--- src/rtl/hilo_control.sv ---
// HI/LO register file and multiply sequencer that sits after the MIPS multiplier.
// Issues operand magnitudes, waits out the multiplier latency, applies sign correction and captures the product.
module hilo_control #(
  parameter int WIDTH       = 32,
  parameter int MUL_LATENCY = 32
) (
  input  logic                 CLK,
  input  logic                 CLR_n,
  input  logic                 OpValid,
  input  logic [2:0]           Op,
  input  logic [WIDTH-1:0]     RsData,
  input  logic [WIDTH-1:0]     RtData,
  input  logic [2*WIDTH-1:0]   MulOut,
  output logic                 MulStart,
  output logic [WIDTH-1:0]     MulA,
  output logic [WIDTH-1:0]     MulB,
  output logic [WIDTH-1:0]     ReadData,
  output logic                 ReadValid,
  output logic                 Busy,
  output logic                 Stall
);

  localparam int CW = 8;

  typedef enum logic [1:0] {IDLE, RUN, CAPTURE} state_t;
  typedef enum logic [2:0] {
    OP_NONE  = 3'd0,
    OP_MULT  = 3'd1,
    OP_MULTU = 3'd2,
    OP_MTHI  = 3'd3,
    OP_MTLO  = 3'd4,
    OP_MFHI  = 3'd5,
    OP_MFLO  = 3'd6,
    OP_RSVD  = 3'd7
  } op_t;

  state_t           state;
  op_t              op_code;
  logic [CW-1:0]    count;
  logic [WIDTH-1:0] hi;
  logic [WIDTH-1:0] lo;
  logic             negate;

  logic             is_signed;
  logic [WIDTH-1:0] mag_a;
  logic [WIDTH-1:0] mag_b;
  logic             op_real;

  assign op_code   = op_t'(Op);
  assign op_real   = (op_code != OP_NONE) && (op_code != OP_RSVD);
  assign Stall     = OpValid && Busy && op_real;

  // MULT feeds the unsigned multiplier absolute values; the most negative value maps onto itself.
  assign is_signed = (op_code == OP_MULT);
  assign mag_a     = (is_signed && RsData[WIDTH-1]) ? -RsData : RsData;
  assign mag_b     = (is_signed && RtData[WIDTH-1]) ? -RtData : RtData;

  // NOTE: every register here is sequential state, so all assignments are non-blocking.
  always_ff @(posedge CLK or negedge CLR_n) begin
    if (!CLR_n) begin
      // NOTE: HI/LO are architectural state, not bulk storage, so they are reset with everything else.
      state     <= IDLE;
      count     <= '0;
      hi        <= '0;
      lo        <= '0;
      negate    <= 1'b0;
      MulStart  <= 1'b0;
      MulA      <= '0;
      MulB      <= '0;
      ReadData  <= '0;
      ReadValid <= 1'b0;
      Busy      <= 1'b0;
    end else begin
      MulStart  <= 1'b0;
      ReadValid <= 1'b0;
      case (state)
        IDLE: begin
          if (OpValid) begin
            case (op_code)
              OP_MULT, OP_MULTU: begin
                MulA     <= mag_a;
                MulB     <= mag_b;
                negate   <= is_signed && (RsData[WIDTH-1] ^ RtData[WIDTH-1]);
                count    <= CW'(MUL_LATENCY);
                MulStart <= 1'b1;
                Busy     <= 1'b1;
                state    <= RUN;
              end
              OP_MTHI: hi <= RsData;
              OP_MTLO: lo <= RsData;
              OP_MFHI: begin
                ReadData  <= hi;
                ReadValid <= 1'b1;
              end
              OP_MFLO: begin
                ReadData  <= lo;
                ReadValid <= 1'b1;
              end
              default: ;
            endcase
          end
        end
        RUN: begin
          count <= count - CW'(1);
          if (count == CW'(1)) state <= CAPTURE;
        end
        CAPTURE: begin
          {hi, lo} <= negate ? -MulOut : MulOut;
          Busy     <= 1'b0;
          state    <= IDLE;
        end
        default: state <= IDLE;
      endcase
    end
  end

endmodule

--- config.mk ---
export PLATFORM = sky130hd
export DESIGN_NAME = hilo_control
export DESIGN_NICKNAME = d
export VERILOG_FILES = /design/src/rtl/hilo_control.sv
export SDC_FILE = /design/constraint.sdc
export NUM_CORES = 1
export LEC_CHECK = 0
export CAP_MARGIN = 10
export CORE_MARGIN = 10
export CORE_UTILIZATION = 46
export DETAILED_ROUTE_END_ITERATION = 8
export PLACE_DENSITY = 0.84
export SLEW_MARGIN = 25
export SYNTH_ARGS = -nofsm -noshare
export SYNTH_HDL_FRONTEND = slang
export SYNTH_SLANG_ARGS = --single-unit
--- constraint.sdc ---
create_clock -name CLK -period 2.1 [get_ports CLK]
set_input_delay 0.21 -clock CLK [delete_from_list [all_inputs] [get_ports CLK]]
set_output_delay 0.21 -clock CLK [all_outputs]
set_load 0.05 [all_outputs]
After elaboration in Yosys (flattened, before gate mapping)

Index checks and enable logic that the tools add are counted.

Flip-flop bits (word level): 174
Latch bits: 0
Bits in writable memories: 0
ROM bits: 0
Logic and storage cells: 77
Memories: 0

$add $sub $neg: 4
Multiply operators: 0
Div/mod/pow operators: 0
Order comparisons: 0
Equal/unequal tests: 15
Shift operators: 0
Muxes and demuxes: 26
Bitwise gates (word level): 1
Reductions and logical operators: 20

Operators with widths:

| operator                                              | number |
|---|---|
| 2-to-1 mux 32 bit                                     | 6 |
| one-hot mux 32 bit (2 select lines)                   | 3 |
| 2-to-1 mux 64 bit                                     | 1 |
| negator 32 bit                                        | 2 |
| negator 64 bit                                        | 1 |
| AND reduction 3 bit                                   | 7 |
| 2-to-1 mux 8 bit                                      | 2 |
| one-hot mux 8 bit (2 select lines)                    | 1 |
| == test 3 bit, second input constant                  | 3 |
| == test 8 x 1 -> 1 bit, second input constant         | 1 |
| 2-to-1 mux 1 bit                                      | 8 |
| subtractor 8 x 1 -> 8 bit, second input constant      | 1 |
| == test 3 x 2 -> 1 bit, second input constant         | 2 |
| logical AND 1 bit                                     | 6 |
| 2-to-1 mux 2 bit                                      | 3 |
| inequality test 2 x 1 -> 1 bit, second input constant | 3 |
| nonzero test 2 bit                                    | 3 |
| inequality test 2 bit, second input constant          | 2 |
| one-hot mux 2 bit (2 select lines)                    | 1 |
| OR reduction 2 bit                                    | 2 |
| == test 3 x 1 -> 1 bit, second input constant         | 1 |
| inequality test 3 bit, second input constant          | 1 |
| nonzero test 3 bit                                    | 1 |
| == test 2 x 1 -> 1 bit, second input constant         | 1 |
| 4 further kinds                                       | 4 |

Longest topological paths before layout

Depth in word-level cells: 5
Mapped depth: 8
Gate-level depth less buffers: 8

Least setup slack after synthesis

Ideal clock, no wire load.

Kind: input -> register
From: input MulOut[11]
To: register hi[27]
Arrival time: 2115 ps
Slack: -137 ps
Stages: 7
Path through: or4_4 -> buf_6 -> nor4_4 -> nand4_2 -> or4_1 -> a21oi_1 -> nor3_2

Longest elaborated chain between the ends: 3

Ends and longest elaborated chain:

| what                                | RTL line | source |
|---|---|---|
| start, declared                     | 13       | `input logic [2*WIDTH-1:0] MulOut,` |
| negator 64 bit                      | 108      | `{hi, lo} <= negate ? -MulOut : MulOut;` |
| 2-to-1 mux 64 bit                   | 108      |  |
| one-hot mux 32 bit (2 select lines) | 76       | `case (state)` |
| end signal, assigned                | 89       | `OP_MTHI: hi <= RsData;` |
| end signal, assigned                | 108      |  |
| end, declared                       | 40       | `logic [WIDTH-1:0] hi;` |

No other way between the ends.
A chain may end at the register's enable or synchronous reset.

Final worst setup path

From: input MulOut[1]
To: register hi[2]

The elaborated chain is that of the path after synthesis.

==> results.yml <==
global_routing:
  grt_pass1_vias: 10900
  grt_pass1_wl_microns: 59700
  track_usage: 0.262
  overflow: 0
  grt_max_degree: 66
  antenna_found_initial: 1
timing:
  max_slew_margin: 0.593
  slew_viol_final: 0
  layout_worst_path_cycle_share: 1.03
  setup_viol: 4
  rsz0062_at_grt: "yes"
  worstMarginPinSlew_ns: 0.608
  finalHoldViolCount: 0
  finalCriticalPeriod_ns: 2.17
  final.setup.worst_slack_ns: -0.0663
  max_freq_mhz: 462
  skew_ns: 0.0124
  holdWs_ns: 0.211
clocking:
  cts_buffers: 17
  cts_max_level: 4
  clock_sinks: 174
  cts_buffer_depth: 2
  cts_tree: "done"
  root_buffer: "clkbuf_16"
  insertion_delay_ns: 0.44
  path_clk_slew_ns: 0.08
worst_setup_path:
  crit_fanout: 3
  worst_ep_required_time_ns: 2.40
  startpoint_type: "input pin"
  end_kind: "flip-flop"
  arrival_ns: 2.47
  critical_path_class: "in -> reg"
routing:
  detail_route.wl_per_cell_microns: 21.5
  drt_pre_antenna_iters: 6
  viasPerCell: 5.95
  drc: 0
  drtAntennaViolNets: 0
  vias: 11000
  wirelength_microns: 39800
  drtIter0Drc: 1435
logic_synthesis:
  yosys.area.top_type: "dfrtp_1"
  syn_area_sq_um: 10100
  ys_seq_elements: 174
  async_flop_share: 1.00
  seq_area_frac_synth: 0.431
  synth_edf_count: 0
  ys.flop_type: "dfrtp_1"
  synth_top_area_frac: 0.431
  synth_area_per_cell_sq_um: 8.99
  synthTopCellsByArea: "dfrtp_1 43%, o21ai_0 6.7%, nand2_1 5.9%"
  syn_nets: 1262
  ys.warnings.count: 0
  post_synth_num_cell_types: 57
  synthCells: 1123
final_layout:
  finalNonFillerCells: 1851
  nNetsFinal: 1696
  fin_util: 0.720
  fillers: 1493
  seq_area_sq_um: 4350
  multi_input_area_sq_um: 5750
  drive_gt1_frac: 0.236
  syn2layout_area_growth_pct: 54.6
die:
  ios: 234
  dieWidth_microns: 168
  rows: 54
  die_h_microns: 168
  initial_utilization: 0.466
  dieArea_sq_um: 28300
  core_sq_um: 21700
power_and_ir_drop:
  ir_worst_vdd_uv: 651
  p_per_area_nw_per_um2: 1160
  p_leak_nw: 7.00
flow_run:
  cap_violations: 0
placement:
  dp_hpwl_microns: 29400
  io_buffer_count: 233
  dp.cells: 1793
  place.gp.congestion: 0.954
  dp_slack_ns: -0.636
outcome:
  status: "finished with violations"
  violations: "setup timing"
worst_hold_path:
  holdCritPathClass: "in -> reg"
## path summary, 6_finish.rpt
check | cells after the start | slack (ns) | end | startpoint
worst min register to register | 2 | 0.48 | MulA[30] | MulA[30]
worst min-delay path | 5 | 0.21 | lo[5] | MulOut[5]
min in group asynchronous | 2 | 0.27 | ReadData[8] | CLR_n
worst max register to register | 8 | 0.07 | hi[23] | state[0]
worst max-delay path | 11 | -0.07 | hi[2] | MulOut[1]
max in group asynchronous | 3 | 1.05 | MulA[10] | CLR_n
## layout by cell type, fill, tap and decap left out, types with 7 or more instances in the layout
| master | instances |
|---|---|
| a211oi_1 | 21 |
| a21oi_1 | 46 |
| a31oi_1 | 12 |
| buf_12 | 11 |
| buf_4 | 229 |
| buf_6 | 14 |
| clkbuf_16 | 17 |
| clkdlybuf4s50_1 | 183 |
| dfrtp_1 | 174 |
| dlygate4sd2_1 | 7 |
| dlymetal6s2s_1 | 32 |
| inv_1 | 20 |
| mux2i_1 | 49 |
| nand2_1 | 156 |
| nand3_1 | 25 |
| nand4_1 | 7 |
| nor2_1 | 51 |
| nor2b_1 | 25 |
| nor3_1 | 18 |
| nor4_1 | 7 |
| nor4_2 | 8 |
| nor4_4 | 7 |
| o211ai_1 | 16 |
| o21ai_0 | 128 |
| o21ai_1 | 10 |
| o22ai_1 | 9 |
| o31ai_1 | 15 |
| o31ai_2 | 8 |
| o41ai_1 | 8 |
| or3_1 | 13 |
| or4_1 | 8 |
| or4_4 | 15 |
| xnor2_1 | 48 |
| xor2_1 | 59 |
## per-stage QoR
stage	TNS (ns)	power, W	area [sq um]
6_report	-0.192	0.0181	15600
5_1_grt	-0.740	0.0190	15600
4_1_cts	-0.00282	0.0180	15200
3_5_place_dp	-43.25	0.0146	14400
3_3_place_gp	-38.92	0.0143	14400
2_1_floorplan	-0.225	0.0110	10100
## per-layer routing
layer  up-vias  part of all wire  global-route usage
met5         -                 0                   0
met4         0             0.046              0.0992
met3       168             0.091              0.0561
met2       672              0.47               0.433
met1      5240              0.39               0.328
li1       4928                 -                   -
## sequential cells by signal (all words and copies together) (netlist names)
name and flops:
state 2, ReadValid 1, count 8, MulStart 1, MulB 32, hi 32
Busy 1, ReadData 32, negate 1, MulA 32, lo 32
## report_power, final
part / switching [W] / internal, W / total, W
Sequential: 0.00106 / 0.00489 / 0.00594
Clock: 0.00153 / 0.00182 / 0.00335
Combinational: 0.00558 / 0.00321 / 0.00879
Total: 0.00817 / 0.00992 / 0.0181
## layout make-up
| cell class | instances | area share |
|---|---|---|
| multi-input combinational | 857 | 0.368 |
| timing repair buffer | 487 | 0.286 |
| sequential | 174 | 0.279 |
| clock buffer | 17 | 0.0272 |
| tap | 280 | 0.0224 |
| clock inverter | 15 | 0.0119 |
| inverter | 20 | 0.00481 |
| antenna | 1 | 0.000160 |
## kinds of logic after synthesis
group | Yosys count | share of synthesized area
AND/OR/NAND/NOR | 386 | 0.197
buffers and inverters | 92 | 0.0357
AO/OA/AOI/OAI | 310 | 0.189
XOR/XNOR | 107 | 0.0928
multiplexers | 49 | 0.0486
adder cells (fa/ha/maj) | 5 | 0.00619
flip-flops | 174 | 0.431
## synth_stat cells, types with 4 or more instances
| library cell | count |
|---|---|
| a41oi_1 | 4 |
| buf_2 | 6 |
| nand4_1 | 7 |
| nor3_1 | 19 |
| nand3_1 | 26 |
| o41ai_1 | 13 |
| clkbuf_1 | 61 |
| nand2b_1 | 5 |
| o21ai_0 | 135 |
| a21oi_1 | 47 |
| inv_1 | 20 |
| or4_1 | 21 |
| a31oi_1 | 12 |
| or2_2 | 8 |
| and3_1 | 6 |
| o211ai_1 | 16 |
| o21ai_1 | 5 |
| o31ai_1 | 23 |
| or3_1 | 19 |
| ha_1 | 5 |
| xnor2_1 | 48 |
| nor2_1 | 53 |
| xor2_1 | 59 |
| nand2_1 | 158 |
| dfrtp_1 | 174 |
| a211oi_1 | 21 |
| nor3b_1 | 4 |
| o22ai_1 | 9 |
| nor4_1 | 16 |
| buf_1 | 4 |
| o311a_1 | 4 |
| nor2b_1 | 25 |
| mux2i_1 | 49 |
## critical path: stages
cell and delay (ns):
clkdlybuf4s50_1 0.42, inv_1 0.12, ha_1 0.26, nand2b_4 0.10
nor4_4 0.19, buf_4 0.17, nand3b_1 0.10, buf_6 0.15
o41ai_4 0.29, xor2_1 0.31, o211ai_1 0.16
## what timing repair did
action                                 4_1_cts  5_1_grt
hold buffers                                 1        0
setup endpoints to repair                   44       60
resized for setup                           52       93
pin swaps                                   27       43
endpoints found under the hold margin       44        0
gates cloned                                 0        1
buffers inserted                            12       13
Note: power is estimated with default switching activity, not from simulation.
